`config.mk`:
```
export PLATFORM = sky130hd
export DESIGN_NAME = tetris_grid_renderer
export DESIGN_NICKNAME = d
export VERILOG_FILES = /design/src/rtl/tetris_pkg.sv /design/src/rtl/tetris_grid_renderer_timing.sv /design/src/rtl/tetris_grid_renderer.sv
export SDC_FILE = /design/constraint.sdc
export NUM_CORES = 2
export LEC_CHECK = 0
export BUFFER_PORTS_ARGS = -buffer_cell sky130_fd_sc_hd__buf_2
export CAP_MARGIN = 40
export CORE_MARGIN = 8
export CORE_UTILIZATION = 49
export DETAILED_ROUTE_END_ITERATION = 8
export PLACE_DENSITY = 0.74
export SYNTH_ARGS = -nofsm -noshare
export SYNTH_HDL_FRONTEND = slang
export SYNTH_SLANG_ARGS = --single-unit
```
`constraint.sdc`:
```
create_clock -name clk -period 3.9 [get_ports clk]
set_input_delay 0.195 -clock clk [delete_from_list [all_inputs] [get_ports clk]]
set_output_delay 0.195 -clock clk [all_outputs]
set_load 0.02 [all_outputs]
```
`src/rtl/tetris_pkg.sv`:
```
// Shared types, VGA 640x480@60 timing constants and the colour palette for the
// Tetris playfield renderer and the game-logic block.
package tetris_pkg;

    typedef logic [2:0]  cell_t;
    typedef logic [9:0]  coord_t;
    typedef logic [11:0] rgb_t;

    localparam int GRID_W = 10;
    localparam int GRID_H = 22;

    // grid[col][row]; row 0 is the top spawn row
    typedef cell_t [GRID_W-1:0][GRID_H-1:0] grid_t;

    // Horizontal timing in pixel clocks; *_SYNC_END is exclusive
    localparam coord_t H_ACTIVE     = 10'd640;
    localparam coord_t H_SYNC_START = 10'd656;
    localparam coord_t H_SYNC_END   = 10'd752;
    localparam coord_t H_TOTAL      = 10'd800;

    // Vertical timing in lines; *_SYNC_END is exclusive
    localparam coord_t V_ACTIVE     = 10'd480;
    localparam coord_t V_SYNC_START = 10'd490;
    localparam coord_t V_SYNC_END   = 10'd492;
    localparam coord_t V_TOTAL      = 10'd525;

    localparam rgb_t GRID_LINE_RGB = 12'h444;

    // One pixel's worth of state between pipeline stage 1 and stage 2
    typedef struct packed {
        logic  in_board;
        logic  grid_line;
        cell_t code;
        logic  hsync;
        logic  vsync;
        logic  vde;
    } pix_s1_t;

    localparam pix_s1_t PIX_S1_RESET = '{
        in_board:  1'b0,
        grid_line: 1'b0,
        code:      3'd0,
        hsync:     1'b1,
        vsync:     1'b1,
        vde:       1'b0
    };

    // Cell code to RGB444; code 0 is the dark-grey empty-cell background
    function automatic rgb_t palette(input cell_t code);
        case (code)
            3'd1:    return 12'h0FF;
            3'd2:    return 12'hFF0;
            3'd3:    return 12'hF0F;
            3'd4:    return 12'h0F0;
            3'd5:    return 12'hF00;
            3'd6:    return 12'h00F;
            3'd7:    return 12'hF80;
            default: return 12'h222;
        endcase
    endfunction

endpackage

```
`src/rtl/tetris_grid_renderer_timing.sv`:
```
// vga_timing_gen: free-running 800x525 raster counters with raw (unpipelined)
// sync and active-video flags for 640x480@60.
module vga_timing_gen
    import tetris_pkg::*;
(
    input  logic   clk,
    input  logic   Reset,
    output coord_t hc,
    output coord_t vc,
    output logic   hsync_raw,
    output logic   vsync_raw,
    output logic   vde_raw
);

    coord_t hc_q, hc_d;
    coord_t vc_q, vc_d;

    // Next raster position: hc wraps every line, vc advances on that wrap
    always_comb begin
        // NOTE: every always_comb output gets a default first so no path leaves it unassigned (no latch).
        hc_d = hc_q + 10'd1;
        vc_d = vc_q;
        if (hc_q == H_TOTAL - 10'd1) begin
            hc_d = '0;
            vc_d = (vc_q == V_TOTAL - 10'd1) ? '0 : vc_q + 10'd1;
        end
    end

    // Raster counter registers; reset restarts the frame at the top-left pixel
    always_ff @(posedge clk) begin
        // NOTE: sequential state uses <= so every register samples pre-edge values.
        if (Reset) begin
            hc_q <= '0;
            vc_q <= '0;
        end else begin
            hc_q <= hc_d;
            vc_q <= vc_d;
        end
    end

    assign hc        = hc_q;
    assign vc        = vc_q;
    assign hsync_raw = !((hc_q >= H_SYNC_START) && (hc_q < H_SYNC_END));
    assign vsync_raw = !((vc_q >= V_SYNC_START) && (vc_q < V_SYNC_END));
    assign vde_raw   = (hc_q < H_ACTIVE) && (vc_q < V_ACTIVE);

endmodule

```
`src/rtl/tetris_grid_renderer.sv`:
```
// tetris_grid_renderer: snapshots the 10x22 playfield once per frame and
// renders it as VGA RGB444 with a fixed 2-cycle counter-to-pixel latency.
// Optional build macro GRIDLINES_EN draws a 1-pixel grid over the board.
module tetris_grid_renderer
    import tetris_pkg::*;
#(
    parameter int CELL_PX     = 16,
    parameter int ORIGIN_X    = 240,
    parameter int ORIGIN_Y    = 80,
    parameter int HIDDEN_ROWS = 2
) (
    input  logic       clk,
    input  logic       Reset,
    input  grid_t      grid,
    output logic [3:0] red,
    output logic [3:0] green,
    output logic [3:0] blue,
    output logic       hsync,
    output logic       vsync,
    output logic       vde,
    output logic       frame_start
);

    localparam int     CELL_SH = $clog2(CELL_PX);
    localparam coord_t BX0     = coord_t'(ORIGIN_X);
    localparam coord_t BX1     = coord_t'(ORIGIN_X + GRID_W * CELL_PX);
    localparam coord_t BY0     = coord_t'(ORIGIN_Y);
    localparam coord_t BY1     = coord_t'(ORIGIN_Y + (GRID_H - HIDDEN_ROWS) * CELL_PX);

`ifdef GRIDLINES_EN
    localparam coord_t CELL_MASK = coord_t'(CELL_PX - 1);
    localparam coord_t DX_LAST   = BX1 - BX0 - 10'd1;
    localparam coord_t DY_LAST   = BY1 - BY0 - 10'd1;
`endif

    // ---------------- S0: raster counters ----------------
    coord_t hc, vc;
    logic   hsync_raw, vsync_raw, vde_raw;

    vga_timing_gen u_timing (
        .clk       (clk),
        .Reset     (Reset),
        .hc        (hc),
        .vc        (vc),
        .hsync_raw (hsync_raw),
        .vsync_raw (vsync_raw),
        .vde_raw   (vde_raw)
    );

    // Snapshot on the first blanking line so the visible frame never tears
    logic  snap_take;
    grid_t snap_q, snap_d;

    assign snap_take   = !Reset && (hc == '0) && (vc == V_ACTIVE);
    assign frame_start = snap_take;
    assign snap_d      = snap_take ? grid : snap_q;

    // Board snapshot register, cleared on reset so a fresh frame shows an empty board
    always_ff @(posedge clk) begin
        // NOTE: the snapshot is reset deliberately; large storage normally is not, but here the post-reset picture must be empty.
        if (Reset) snap_q <= '0;
        else       snap_q <= snap_d;
    end

    // ---------------- S1: board hit test and cell lookup ----------------
    logic    in_board;
    coord_t  dx, dy;
    logic [3:0] col;
    logic [4:0] row;
    pix_s1_t s1_d, s1_q;

    // Map the raster position onto a board cell; offsets stay zero off-board
    always_comb begin
        in_board = (hc >= BX0) && (hc < BX1) && (vc >= BY0) && (vc < BY1);
        dx       = in_board ? hc - BX0 : '0;
        dy       = in_board ? vc - BY0 : '0;
        col      = 4'(dx >> CELL_SH);
        row      = 5'(dy >> CELL_SH) + 5'(HIDDEN_ROWS);

        s1_d          = PIX_S1_RESET;
        s1_d.in_board = in_board;
        s1_d.code     = in_board ? snap_q[col][row] : '0;
        s1_d.hsync    = hsync_raw;
        s1_d.vsync    = vsync_raw;
        s1_d.vde      = vde_raw;
`ifdef GRIDLINES_EN
        // Left/top pixel of every cell, plus the board's last column and row
        s1_d.grid_line = in_board && (((dx & CELL_MASK) == '0) || ((dy & CELL_MASK) == '0) ||
                                      (dx == DX_LAST) || (dy == DY_LAST));
`else
        s1_d.grid_line = 1'b0;
`endif
    end

    // Stage-1 pipeline register
    always_ff @(posedge clk) begin
        if (Reset) s1_q <= PIX_S1_RESET;
        else       s1_q <= s1_d;
    end

    // ---------------- S2: palette and blanking ----------------
    rgb_t rgb_d, rgb_q;
    logic hsync_q, vsync_q, vde_q;

    // Colour the pixel; black outside the board and during blanking
    always_comb begin
        rgb_d = '0;
        if (s1_q.vde && s1_q.in_board) begin
            rgb_d = s1_q.grid_line ? GRID_LINE_RGB : palette(s1_q.code);
        end
    end

    // Stage-2 output registers keep sync/vde aligned with the colour
    always_ff @(posedge clk) begin
        if (Reset) begin
            rgb_q   <= '0;
            hsync_q <= 1'b1;
            vsync_q <= 1'b1;
            vde_q   <= 1'b0;
        end else begin
            rgb_q   <= rgb_d;
            hsync_q <= s1_q.hsync;
            vsync_q <= s1_q.vsync;
            vde_q   <= s1_q.vde;
        end
    end

    assign {red, green, blue} = rgb_q;
    assign hsync              = hsync_q;
    assign vsync              = vsync_q;
    assign vde                = vde_q;

endmodule

```
==> metrics.txt <==
# TYPE chip_impl_metric gauge
chip_impl_info{name="result_of_the_run",value="finished, final reports clean"} 1
chip_impl_metric{name="post-dp-hpwl",unit="mm"} 92.2
chip_impl_metric{name="power_density",unit="nW/µm²"} 354
chip_impl_metric{name="area_fraction_of_the_dominant_cell_type_after_synthesis",unit="%"} 45.9
chip_impl_metric{name="detailedRoute.firstPassIterationCount",unit=""} 8
chip_impl_metric{name="wirelength",unit="mm"} 153
chip_impl_metric{name="async_flop_share",unit="%"} 0
chip_impl_metric{name="syn-instance-count",unit=""} 3958
chip_impl_metric{name="ioPinCount",unit=""} 678
chip_impl_metric{name="die_width",unit="µm"} 265
chip_impl_metric{name="drcViolationCount",unit=""} 0
chip_impl_metric{name="via_count_of_the_first_global_routing_pass",unit=""} 36400
chip_impl_metric{name="clock_path_buffers",unit=""} 3
chip_impl_metric{name="final_critical_path_setup_slack",unit="ns"} 0.435
chip_impl_info{name="worst_hold_startpoint",value="Reset"} 1
chip_impl_metric{name="initialDrtViolationCount",unit=""} 4874
chip_impl_info{name="critPathLaunchType",value="flip-flop"} 1
chip_impl_info{name="cts_tree",value="built"} 1
chip_impl_metric{name="data_arrival_time_of_the_critical_path",unit="ns"} 4.02
chip_impl_info{name="synth_area_leaders",value="sky130_fd_sc_hd__dfxtp_1, sky130_fd_sc_hd__nand2_1, sky130_fd_sc_hd__a21oi_1"} 1
chip_impl_metric{name="avgViaCountPerCell",unit=""} 5.99
chip_impl_metric{name="htree_levels",unit=""} 3
chip_impl_metric{name="post-cts-setup-buffer-count",unit=""} 0
chip_impl_metric{name="worstPathMaxFanout",unit=""} 18
chip_impl_info{name="worst_path_max_delay_cell",value="sky130_fd_sc_hd__a2111oi_0"} 1
chip_impl_metric{name="port_buffers",unit=""} 677
chip_impl_metric{name="clock_pin_slew_of_the_registers_on_the_worst_case_setup_and_hold_paths",unit="ns"} 0.06
chip_impl_metric{name="slew_headroom",unit="%"} 32.4
chip_impl_metric{name="netlist_area",unit="µm²"} 30400
chip_impl_info{name="worst_hold_path.endpoint",value="snap_q[13]"} 1
chip_impl_metric{name="area_growth_syn_to_layout",unit="%"} 45.5
chip_impl_metric{name="clk-insertion-delay-late",unit="ns"} 0.62
chip_impl_info{name="worstSetupPathType",value="reg -> reg"} 1
chip_impl_metric{name="cts_resized",unit=""} 0
chip_impl_metric{name="placementRows",unit=""} 91
chip_impl_info{name="worst_setup_path_end_kind",value="flip-flop"} 1
chip_impl_metric{name="average_footprint_of_a_synthesized_cell",unit="µm²"} 7.69
chip_impl_metric{name="reg2reg_depth",unit=""} 13
chip_impl_metric{name="timing.max_cap.violations",unit=""} 0
chip_impl_metric{name="number_of_flops_mapped_to_enable_cells_by_yosys",unit=""} 0
chip_impl_metric{name="clock_sink_total",unit=""} 697
chip_impl_metric{name="die_height",unit="µm"} 265
chip_impl_metric{name="synthesis.yosys.warnings",unit=""} 0
chip_impl_metric{name="final_min_period_over_clock_period",unit="%"} 88.9
chip_impl_info{name="hp-class",value="in -> reg"} 1
chip_impl_info{name="synth_top_flop_cell",value="sky130_fd_sc_hd__dfxtp_1"} 1
chip_impl_metric{name="clock.fmax",unit="GHz"} 0.289
chip_impl_metric{name="finalMaxSlewViolations",unit=""} 0
chip_impl_metric{name="finalHoldWorstSlack",unit="ns"} 0.0230
chip_impl_metric{name="core",unit="µm²"} 61600
chip_impl_metric{name="clock_skew",unit="ns"} 0.0257
chip_impl_info{name="netlist_top_cells_count",value="sky130_fd_sc_hd__nand2_1, sky130_fd_sc_hd__a21oi_1, sky130_fd_sc_hd__dfxtp_1, sky130_fd_sc_hd__clkbuf_1, sky130_fd_sc_hd__mux2i_1"} 1
chip_impl_metric{name="totalPowerFinal",unit="W"} 0.0156
chip_impl_info{name="worst_r2r_startpoint",value="u_timing.vc[5]"} 1
chip_impl_metric{name="die-area",unit="µm²"} 70300
chip_impl_metric{name="power.leakage",unit="nW"} 16.2
chip_impl_metric{name="ctsHoldBuffers",unit=""} 707
chip_impl_metric{name="number_of_buffers_created_by_cts",unit=""} 75
chip_impl_metric{name="synth.yosys.seq_area_share",unit="%"} 45.9
chip_impl_metric{name="antenna_found_initial",unit=""} 35
chip_impl_info{name="crit-reg2reg-capture",value="s1_q[5]"} 1
chip_impl_info{name="cp_common_cell",value="sky130_fd_sc_hd__buf_4"} 1
chip_impl_metric{name="fill_cell_count",unit=""} 4376
chip_impl_metric{name="synth.net_count",unit=""} 4635
chip_impl_info{name="yosysTopAreaCell",value="sky130_fd_sc_hd__dfxtp_1"} 1
chip_impl_metric{name="setup-tns-final",unit="ns"} 0
chip_impl_info{name="worstPathCellList",value="inv_1 -> ha_1 -> nand2b_4 -> a311oi_4 -> o211ai_4 -> buf_4 -> nor2_4 -> buf_4 -> nor2_1 -> a2111oi_0 -> o311ai_0 -> a221oi_1 -> a211o_1"} 1
chip_impl_metric{name="synth_cell_types",unit=""} 83
chip_impl_metric{name="finalSetupViolCount",unit=""} 0
chip_impl_metric{name="grt_use_total",unit="%"} 41.1
chip_impl_metric{name="synth.ff_latch_count",unit=""} 697
chip_impl_info{name="setup_repair_after_global_routing_missed_its_margin",value="no"} 1
chip_impl_metric{name="wl_per_cell",unit="µm"} 25.0
chip_impl_metric{name="place_ws",unit="ns"} 0.421
chip_impl_metric{name="wire_length_of_the_first_global_routing_pass",unit="mm"} 224
chip_impl_metric{name="timing.reg2reg.setup_slack",unit="ns"} 0.43
chip_impl_metric{name="period_minus_slack",unit="ns"} 3.47
chip_impl_metric{name="final_util",unit="%"} 71.9
chip_impl_info{name="cts_root_buffer",value="sky130_fd_sc_hd__clkbuf_16"} 1
chip_impl_metric{name="crit_required",unit="ns"} 4.45
chip_impl_metric{name="hold_viol_final",unit=""} 0
chip_impl_metric{name="route.antenna.remaining_nets",unit=""} 0
chip_impl_metric{name="timing.critical_path.buf_inv",unit=""} 3
chip_impl_info{name="cp_top_family",value="compound AO/OA/AOI/OAI gates"} 1
chip_impl_metric{name="via_count",unit=""} 36600
chip_impl_metric{name="worstHoldPathCells",unit=""} 2
chip_impl_metric{name="final_nets",unit=""} 5859
chip_impl_metric{name="last_weighted_congestion_value_of_the_routability_driven_placer",unit=""} 1.01
chip_impl_metric{name="critPathMaxStageDelay",unit="ns"} 0.58
chip_impl_metric{name="gr-total-overflow",unit=""} 0
chip_impl_metric{name="worst-slew-pin-transition",unit="ns"} 1.01
chip_impl_metric{name="pin_count_of_the_biggest_net_entering_global_routing",unit=""} 221
chip_impl_metric{name="initial_cell_density_of_the_core",unit="%"} 49.4
chip_impl_metric{name="final_layout_size_suffix_gt1_share",unit="%"} 18.6
chip_impl_info{name="yosysMostFrequentCell",value="sky130_fd_sc_hd__nand2_1"} 1
chip_impl_metric{name="ir_worst_vdd",unit="V"} 0.000342
==> worst register-to-register path, cell delays in order, from the launching register on <==
cell and delay [ns]:
sky130_fd_sc_hd__dfxtp_1 0.31, sky130_fd_sc_hd__inv_1 0.09, sky130_fd_sc_hd__ha_1 0.23, sky130_fd_sc_hd__nand2b_4 0.08, sky130_fd_sc_hd__a311oi_4 0.37, sky130_fd_sc_hd__o211ai_4 0.19, sky130_fd_sc_hd__buf_4 0.22, sky130_fd_sc_hd__nor2_4 0.26
sky130_fd_sc_hd__buf_4 0.32, sky130_fd_sc_hd__nor2_1 0.07, sky130_fd_sc_hd__a2111oi_0 0.58, sky130_fd_sc_hd__o311ai_0 0.24, sky130_fd_sc_hd__a221oi_1 0.30, sky130_fd_sc_hd__a211o_1 0.15
==> flip-flops by register name, summed over array words and instances, names as in the netlist <==
name,count
snap_q,660
u_timing.hc,10
u_timing.vc,10
rgb_q,7
s1_q,7
hsync,1
vde,1
vsync,1
==> metal layers <==
metal  GRT usage [%]  vias up  part of all wire [%]
met3            12.1      806                    11
met1            46.2    17000                    35
met2            66.8     2833                    46
li1                -    15900                     -
met5               0        -                 0.054
met4            28.5       12                   8.4
==> worst max-delay path by stage <==
stage,depth (start not counted),from,end
detailed placement,13,u_timing.vc[5],s1_q[5]
global route,13,u_timing.vc[5],s1_q[5]
global placement,13,u_timing.vc[5],s1_q[5]
CTS,13,u_timing.vc[5],s1_q[5]
finish,13,u_timing.vc[5],s1_q[5]
floorplan,18,u_timing.vc[4],s1_q[3]
==> layout by cell type, fill, tap and decap left out, drive strengths merged, types with 10 or more instances in the layout <==
cell and n:
mux2 32, inv 27, clkbuf 115, nand4 13
xnor2 16, o211ai 29, nor3 22, o22ai 45
and3 10, ha 14, o221ai 18, diode 35
dlygate4sd3 707, dfxtp 697, nand2 1419, o21ai 62
mux4 19, a31oi 18, o2111ai 12, a211oi 50
nor2 108, a32oi 11, buf 770, mux2i 147
clkinv 12, a21oi 711, a22oi 12, nand3 29
==> where the power goes <==
part	switching, W	total [W]	internal, W
combinational	0.000455	0.00114	0.000688
clock	0.00307	0.00738	0.00432
sequential	0.00000274	0.00712	0.00712
==> cell type report <==
type	count	area [µm²]	area share, %
multi-input combinational	2907	15100	34.2
tap	837	1050	2.37
antenna	35	87.6	0.198
sequential	697	14000	31.5
timing repair buffer	1477	11400	25.8
clock inverter	21	273	0.616
inverter	24	91.3	0.206
clock buffer	115	2240	5.06
==> cells by family (layout without fill, tap and decap cells) <==
logic type	after synthesis	after routing	synth area share (%)
and+or+nand+nor	1631	1631	21.0
AOI/OAI and AO/OA	1038	1038	19.6
DFF	697	697	45.9
buffers and inverters	354	1637	4.73
muxes	198	198	7.44
xor gates and xnor gates	25	25	0.720
adders and majority gates	15	15	0.641
other	0	35	0
==> stage by stage <==
stage / std cells / area (µm²)
after global placement: 5235 / 34600
after detailed placement: 5235 / 34600
after global routing: 6105 / 44200
final: 6113 / 44300
after floorplan: 3958 / 30500
after CTS: 6078 / 44200
Power figures use the tool's default switching activity.
